$ cat src/rtl/filtro_lector_resultados_pkg.sv
// Shared types and constants for the filter result reader: FSM state encoding
// and the bit positions used in the CPU control/status register map.
package filtro_pkg;

    typedef enum logic [2:0] {
        IDLE    = 3'd0,
        READ    = 3'd1,
        CAPTURE = 3'd2,
        SEND    = 3'd3,
        FIN     = 3'd4
    } lector_state_t;

    localparam int STAT_BUSY  = 31;
    localparam int STAT_DONE  = 30;
    localparam int CTRL_START = 0;
    localparam int COUNT_W    = 8;

endpackage

$ cat src/rtl/filtro_lector_resultados.sv
// Reads N_WORDS result words from the result RAM starting at base_addr and streams
// them out over valid/ready. Optional macro FILTRO_LECTOR_CLEAR_EN zeroes each slot once sent.
module filtro_lector_resultados
    import filtro_pkg::*;
#(
    parameter int DATA_W  = 32,
    parameter int ADDR_W  = 4,
    parameter int N_WORDS = 9
) (
    input  logic              clk,
    input  logic              reset,
    input  logic              start,
    input  logic [ADDR_W-1:0] base_addr,
    output logic              rd_en,
    output logic [ADDR_W-1:0] rd_addr,
    input  logic [DATA_W-1:0] rd_data,
    output logic [DATA_W-1:0] out_data,
    output logic              out_valid,
    input  logic              out_ready,
    output logic              busy,
    output logic              done,
    output logic [31:0]       status,
`ifdef FILTRO_LECTOR_CLEAR_EN
    output logic              clr_we,
    output logic [ADDR_W-1:0] clr_addr,
`endif
    output logic [2:0]        dbg_state
);

    // Handshake: a word transfers on a rising edge where out_valid && out_ready.
    // out_valid/out_data never change while out_valid=1 and out_ready=0.

    lector_state_t       state, next_state;
    logic [ADDR_W-1:0]   addr;
    logic [COUNT_W-1:0]  count;
    logic                done_sticky;
    logic                last_word;

    // out_valid is 1 throughout SEND, so out_ready alone qualifies the handshake.
    assign last_word = (count == COUNT_W'(N_WORDS - 1));
    assign rd_addr   = addr;
    assign dbg_state = state;

    always_ff @(posedge clk or negedge reset) begin
        if (!reset) state <= IDLE;
        else        state <= next_state;
    end

    always_comb begin
        next_state = state;
        rd_en      = 1'b0;
        done       = 1'b0;
        case (state)
            IDLE:    if (start) next_state = READ;
            READ: begin
                rd_en      = 1'b1;
                next_state = CAPTURE;
            end
            CAPTURE: next_state = SEND;
            SEND:    if (out_ready) next_state = last_word ? FIN : READ;
            FIN: begin
                done       = 1'b1;
                next_state = IDLE;
            end
            default: next_state = IDLE;
        endcase
    end

    always_ff @(posedge clk or negedge reset) begin
        if (!reset) begin
            addr        <= '0;
            count       <= '0;
            out_data    <= '0;
            out_valid   <= 1'b0;
            busy        <= 1'b0;
            done_sticky <= 1'b0;
        end else begin
            case (state)
                IDLE: begin
                    if (start) begin
                        addr        <= base_addr;
                        count       <= '0;
                        done_sticky <= 1'b0;
                        busy        <= 1'b1;
                    end
                end
                CAPTURE: begin
                    out_data  <= rd_data;
                    out_valid <= 1'b1;
                end
                SEND: begin
                    if (out_ready) begin
                        count     <= count + COUNT_W'(1);
                        addr      <= addr + ADDR_W'(1);
                        out_valid <= 1'b0;
                    end
                end
                FIN: begin
                    done_sticky <= 1'b1;
                    busy        <= 1'b0;
                end
                default: ;
            endcase
        end
    end

    always_comb begin
        status                = '0;
        status[STAT_BUSY]     = busy;
        status[STAT_DONE]     = done_sticky;
        status[COUNT_W-1:0]   = count;
    end

`ifdef FILTRO_LECTOR_CLEAR_EN
    // Addr still points at the word being sent until the handshake edge.
    assign clr_we   = (state == SEND) && out_ready;
    assign clr_addr = addr;
`endif

endmodule

$ cat config.mk
export PLATFORM = sky130hd
export DESIGN_NAME = filtro_lector_resultados
export DESIGN_NICKNAME = d
export VERILOG_FILES = /design/src/rtl/filtro_lector_resultados_pkg.sv /design/src/rtl/filtro_lector_resultados.sv
export SDC_FILE = /design/constraint.sdc
export NUM_CORES = 1
export LEC_CHECK = 0
export ABC_AREA = 1
export CORE_AREA = 3 3 92 103
export DETAILED_ROUTE_END_ITERATION = 10
export DIE_AREA = 0 0 95 106
export SYNTH_ARGS = -nofsm -noshare
export SYNTH_HDL_FRONTEND = slang
export SYNTH_SLANG_ARGS = --single-unit
$ cat constraint.sdc
create_clock -name clk -period 2.9 [get_ports clk]
set_input_delay 0.725 -clock clk [delete_from_list [all_inputs] [get_ports clk]]
set_output_delay 0.725 -clock clk [all_outputs]
set_load 0.05 [all_outputs]
==> summary.md, run 1 <==
| Metric | Value |
|---|---|
| Fin crit period | 2.640 ns |
| CP Max Fanout | 4 |
| Pins Over Slew Limit | 0 |
| Async set or reset register ratio after synthesis | 100.0% |
| Setup violators final | 0 |
| Layout cells sized above 1 | 15.90% |
| Synth area leaders | dfrtp_1 51%, mux2_2 15%, nand2_1 8.0% |
| Pleak | 1.531 nW |
| Post-Syn Area | 2442 µm² |
| CP Launch Type | flip-flop |
| Inserted Diodes | 0 |
| Max Root-Sink Buffers | 2 |
| Number of synthesized register bits | 50 |
| Cell variety after synth | 29 |
| Area leader, netlist | dfrtp_1 |
| Starting Density | 28.90% |
| Routed vias | 1843 |
| Switching power | 0.002151 W |
| Row count | 35 |
| Clk Latency, worst-skew pair | 0.30 ns |
| Commonest cells post-synth | 52 x nand2_1, 50 x dfrtp_1, 32 x mux2_2, 24 x buf_4 |
| Cts hold-fix bufs | 0 |
| Clock root cell | clkbuf_8 |
| Total GRT Usage | 11.36% |
| Post-synth EDFFs | 0 |
| CP required | 2.17 ns |
| Postcts setup bufs | 0 |
| Fmax | 0.3789 GHz |
| Most frequent cell after synthesis | nand2_1 |
| First-pass GRT wire length | 9059 µm |
| Clock slew at reported path FFs | 0.10 ns |
| Final Non-Filler Cells | 438 |
| # nets final | 369 |
| Gr ovfl total | 0 |
| Dpl cells | 430 |
| Critical Path AT | 1.91 ns |
| Die X-Extent | 95 µm |
| Routability cong. | 0.7605 |
| Sw Share | 50.02% |
| Worst slew margin | 45.83% |
| RSZ-0062 raised after global routing | false |
| Drt first pass iters | 6 |
| Initial antenna violation count | 0 |
| Sequential group share of total power | 28.1% |
| Yosys warns | 0 |
| Port Buffers | 92 |
| Pwr dens | 1241 nW/µm² |
| Clk sink count | 50 |
| Clock share of power | 10.6% |
| Via/cell ratio | 4.208 |
| Routed len/inst | 12.81 µm |
| CTS tree | yes |
| Worst setup EP type | output port |
| Boundary pin count | 115 |
| DP Wirelength | 4244 µm |
| Maximum VDD drop | 0.6894 mV |
| Drt first-iter violations | 62 |
| Post_cts resized | 0 |
| Antenna Violating Nets Remaining | 0 |
| Largest net degree at the start of global routing | 35 |
| Tightest Pin Transition | 0.8097 ns |
| Clock Skew | 0.005152 ns |
| Reg2Reg Setup Slack | 1.18 ns |
| Tcrit/Tclk final | 91.02% |
| Hold Crit Class | primary input to async pin |
| Final wirelength | 5612 µm |
| Max Cap Viol | 0 |
| Vias in the first global route | 1800 |
| Core Region | 8452 µm² |
| Setup TNS | 0 ns |
| Int Pwr | 0.002149 W |
| Die height | 106 µm |
| Combinational cell fraction of total power | 61.3% |
| Syn_area_per_cell | 10.48 µm² |
| Status | complete, no violations |
| H-tree depth | 2 |
| CTS Buf Count | 5 |
| Synth Instances | 233 |
| Reg2reg path depth | 3 |
| Full die area | 10070 µm² |
| Area Growth Syn to Fin | 41.91% |
| Register area share after synthesis | 51.23% |
| # DRC | 0 |
| Critical path class | flip-flop to output port |
| Main synth FF type | dfrtp_1 |
| Hold Vio Cnt, Final | 0 |
| Synth top area share | 51.23% |
==> cells in the final DEF, fill, tap and decap left out, drive strengths merged <==
cell	netlist	layout
a21boi	1	1
a21oi	1	1
buf	28	3
clkbuf	1	7
clkdlybuf4s50	0	91
clkinv	0	1
conb	1	22
dfrtp	50	50
ha	3	3
inv	17	17
mux2	32	32
nand2	54	54
nand3	17	17
nand3b	1	1
nand4	2	2
nor2	8	8
nor3	2	2
o21ai	11	11
o21bai	1	1
or2	1	1
xnor2	1	1
xor2	1	1
==> power groups by stage <==
stage	Combinational (W)	Clock, W	Sequential [W]
global route	0.00280	0.000504	0.00126
CTS	0.00268	0.000480	0.00121
finish	0.00264	0.000457	0.00121
floorplan	0.000879	0	0.00222
global placement	0.00266	0	0.00121
detailed placement	0.00266	0	0.00123
==> sequential cells by signal, summed over array words and instances, names as in the netlist <==
register / cells
count: 8
out_data: 32
rd_addr: 4
done_sticky: 1
dbg_state: 3
busy: 1
out_valid: 1
==> through the flow <==
step                      setup slack [ns]  util, %  hold slack, ns  power (W)  area [µm²]
after detailed placement            0.5952    39.76          0.4858   0.003891        3361
after CTS                           0.2453    41.01          0.4312   0.004370        3466
after floorplan                     0.1779        -          0.4294   0.003102        2521
final                               0.2605    41.01          0.4140   0.004300        3466
after global routing                0.1411    41.01          0.4501   0.004560        3466
after global placement              0.6010    39.76          0.4862   0.003869        3361
==> routing by layer <==
layer | up-vias | wire (µm) | track usage (%)
li1 | 896 | - | -
met1 | 886 | 2344 | 14.10
met2 | 57 | 2879 | 19.14
met3 | 4 | 326 | 2.760
met4 | 0 | 62 | 3.711
met5 | - | 0 | 0
==> cell type report <==
type                            count  area, µm²
Clock inverter                      1      8.758
Tap cell                          111      138.9
Inverter                           17      66.31
Clock buffer                        7      96.34
Multi-Input combinational cell    158      973.4
Sequential cell                    50       1251
Timing Repair Buffer               94      930.9
Fill cell                         849       4986
==> worst paths after layout <==
check / from / endpoint
hold reg to reg: out_valid / out_valid
setup / recovery: dbg_state[2] / done
min in group clk: out_valid / out_valid
setup reg to reg: dbg_state[0] / out_data[16]
hold / removal: reset / out_data[23]
max in group asynchronous: reset / out_data[21]
==> cells by family (layout without fill, tap and decap cells) <==
group,count (synthesis),after routing,synth area share (%)
simple gates,85,85,16.24
other cells,1,22,0.1535
compound gates,14,14,3.228
fa+ha+maj,3,3,1.537
xor+xnor,2,2,0.7173
buf+inv,46,119,12.14
mux,32,32,14.75
flops,50,50,51.23
==> worst max-delay path: stages (launching register included) <==
cell and delay, ns:
dfrtp_1 0.42, inv_1 0.13, nor3_1 0.20, clkdlybuf4s50_1 0.86
(Power assumes the default switching activity.)
==> run 2: changes to the inputs <==
--- a/config.mk
+++ b/config.mk
@@ -6,9 +6,10 @@
 export NUM_CORES = 1
 export LEC_CHECK = 0
 export ABC_AREA = 1
-export CORE_AREA = 3 3 92 103
+export CORE_AREA = 3 3 76 85
 export DETAILED_ROUTE_END_ITERATION = 10
-export DIE_AREA = 0 0 95 106
+export DIE_AREA = 0 0 79 88
+export PLACE_DENSITY = 0.82
 export SYNTH_ARGS = -nofsm -noshare
 export SYNTH_HDL_FRONTEND = slang
 export SYNTH_SLANG_ARGS = --single-unit
==> summary.md, run 2 (same netlist as run 1, synthesis figures left out) <==
| Metric | Value |
|---|---|
| Status | complete, no violations |
| Gr ovfl total | 0 (unchanged) |
| Pleak | 1.513 nW (-1.1%) |
| Clock Skew | 0.01139 ns (+0.006240 ns) |
| CP required | 2.17 ns (about the same) |
| Initial antenna violation count | 0 (unchanged) |
| CP Max Fanout | 4 (unchanged) |
| Combinational cell fraction of total power | 62.4% (+1.1 points) |
| Hold Vio Cnt, Final | 0 (unchanged) |
| Critical R2R Launch | dbg_state[0] |
| Fillers | 500 (-41%) |
| Clock root cell | clkbuf_8 |
| Routability cong. | 0.7500 (-1.4%) |
| CP bufs+invs | 2 (unchanged) |
| Worst path top cell family by delay | buffers and inverters |
| Via/cell ratio | 4.634 (+10%) |
| Area Growth Syn to Fin | 39.34% |
| Sw Share | 50.59% (+0.57 points) |
| Die X-Extent | 79 µm (-17%) |
| Int Pwr | 0.002097 W (-2.4%) |
| Routed len/inst | 13.27 µm (+3.6%) |
| # DRC | 0 (unchanged) |
| Switching power | 0.002147 W (-0.19%) |
| Drt first pass iters | 4 (-2) |
| CP Launch Type | flip-flop |
| Antenna Violating Nets Remaining | 0 (unchanged) |
| Vias in the first global route | 1788 (-0.67%) |
| DP Wirelength | 4080 µm (-3.9%) |
| Maximum VDD drop | 0.6192 mV (-10%) |
| Max reg flops | 32 (unchanged) |
| Most frequent cells in the layout | 91 x clkdlybuf4s50_1, 52 x nand2_1, 50 x dfrtp_1 |
| Max Cap Viol | 0 (unchanged) |
| H-tree depth | 2 (unchanged) |
| Final wirelength | 5334 µm (-5.0%) |
| Clock slew at reported path FFs | 0.09 ns (about the same) |
| Critical path class | flip-flop to output port |
| Worst setup EP type | output port |
| Tcrit/Tclk final | 93.32% (+2.3 points) |
| Critical-path top delay cell | clkdlybuf4s50_1 |
| WHS | 0.4282 ns (+0.01427 ns) |
| FF-to-FF End | out_data[26] |
| CTS tree | yes |
| Cts hold-fix bufs | 0 (unchanged) |
| Clk sink count | 50 (unchanged) |
| Setup TNS | 0 ns (unchanged) |
| Fmax | 0.3695 GHz (-2.5%) |
| Routed vias | 1863 (+1.1%) |
| Drt first-iter violations | 67 (+8.1%) |
| Max Root-Sink Buffers | 2 (unchanged) |
| Layout cells sized above 1 | 15.08% (-0.83 points) |
| Commonest non-fill, non-tap cell in the layout | clkdlybuf4s50_1 |
| Core Region | 5733 µm² (-32%) |
| Setup violators final | 0 (unchanged) |
| First-pass GRT wire length | 8418 µm (-7.1%) |
| Die height | 88 µm (-17%) |
| Footprint of the multi-input gates | 973.4 µm² (unchanged) |
| Top reg by flops | out_data |
| Reg2Reg Setup Slack | 1.19 ns (about the same) |
| Total GRT Usage | 15.34% (+4.0 points) |
| Starting Density | 42.60% (+14 points) |
| Critical Path AT | 1.98 ns (+0.07 ns) |
| Worst slew margin | 47.56% (+1.7 points) |
| Hold Crit Class | primary input to async pin |
| Row count | 29 (-17%) |
| Reg2reg path depth | 3 (unchanged) |
| Boundary pin count | 115 (unchanged) |
| Pwr dens | 1247 nW/µm² (+0.50%) |
| Pins Over Slew Limit | 0 (unchanged) |
| RSZ-0062 raised after global routing | false |
| Inserted Diodes | 0 (unchanged) |
| CTS Buf Count | 5 (unchanged) |
| Clk Latency, worst-skew pair | 0.29 ns (about the same) |
| Full die area | 6952 µm² (-31%) |
| # nets final | 368 (-0.27%) |
| Post_cts resized | 0 (unchanged) |
| Tightest Pin Transition | 0.7839 ns (-0.02582 ns) |
| Sequential group share of total power | 28.5% (+0.4 points) |
| Register Area | 1251 µm² (unchanged) |
| CP Cell Sequence | inv_1, nor3_1, clkdlybuf4s50_1 |
| Fin crit period | 2.706 ns (+0.06666 ns) |
| Clock share of power | 9.0% (-1.6 points) |
| Postcts setup bufs | 0 (unchanged) |
| Crit-path max cell delay | 0.87 ns (about the same) |
| Largest net degree at the start of global routing | 35 (unchanged) |
| Port Buffers | 92 (unchanged) |
[run 2: worst register-to-register path, delay by kind of cell (launching register included)]
family           cells  cell delay, ns
muxes                1            0.48
and+or+nand+nor      2            0.64
DFF                  1            0.47
[run 2: stage by stage]
stage | worst slack [ns] | utilization (%) | cell area, µm² | cells | power (W)
floorplan | 0.1779 | - | 2521 | 254 | 0.003102
global placement | 0.5709 | 57.97 | 3323 | 395 | 0.003836
detailed placement | 0.5230 | 57.97 | 3323 | 395 | 0.003895
CTS | 0.1846 | 59.36 | 3403 | 402 | 0.004289
global route | 0.09456 | 59.36 | 3403 | 402 | 0.004474
finish | 0.1938 | 59.36 | 3403 | 402 | 0.004244
[run 2: metal layers]
layer	vias to the layer above	wire length (µm)	track usage [%]
met5	-	0	0
met4	0	46	4.219
met3	5	484	5.556
met2	77	2800	27.41
met1	890	2003	17.30
li1	891	-	-
[run 2: area by class of cell]
class	count	area share (%)
sequential	50	36.76
multi-input combinational	158	28.60
timing repair buffer	93	27.50
tap	77	2.831
clock buffer	6	2.132
inverter	17	1.949
clock inverter	1	0.2206
[run 2: power groups by stage]
stage	Sequential, W	Combinational, W	Clock [W]
after CTS	0.00121	0.00268	0.000399
after global placement	0.00120	0.00264	0
after floorplan	0.00222	0.000879	0
final	0.00121	0.00265	0.000384
after global routing	0.00125	0.00280	0.000422
after detailed placement	0.00122	0.00267	0
[run 2: how the worst max path moves through the flow]
stage | cells after the start | end | slack (ns) | start
floorplan | 2 | done | 0.18 | dbg_state[2]
global placement | 2 | done | 0.57 | dbg_state[0]
detailed placement | 3 | done | 0.52 | dbg_state[2]
CTS | 3 | done | 0.18 | dbg_state[2]
global route | 3 | done | 0.09 | dbg_state[2]
finish | 3 | done | 0.19 | dbg_state[2]
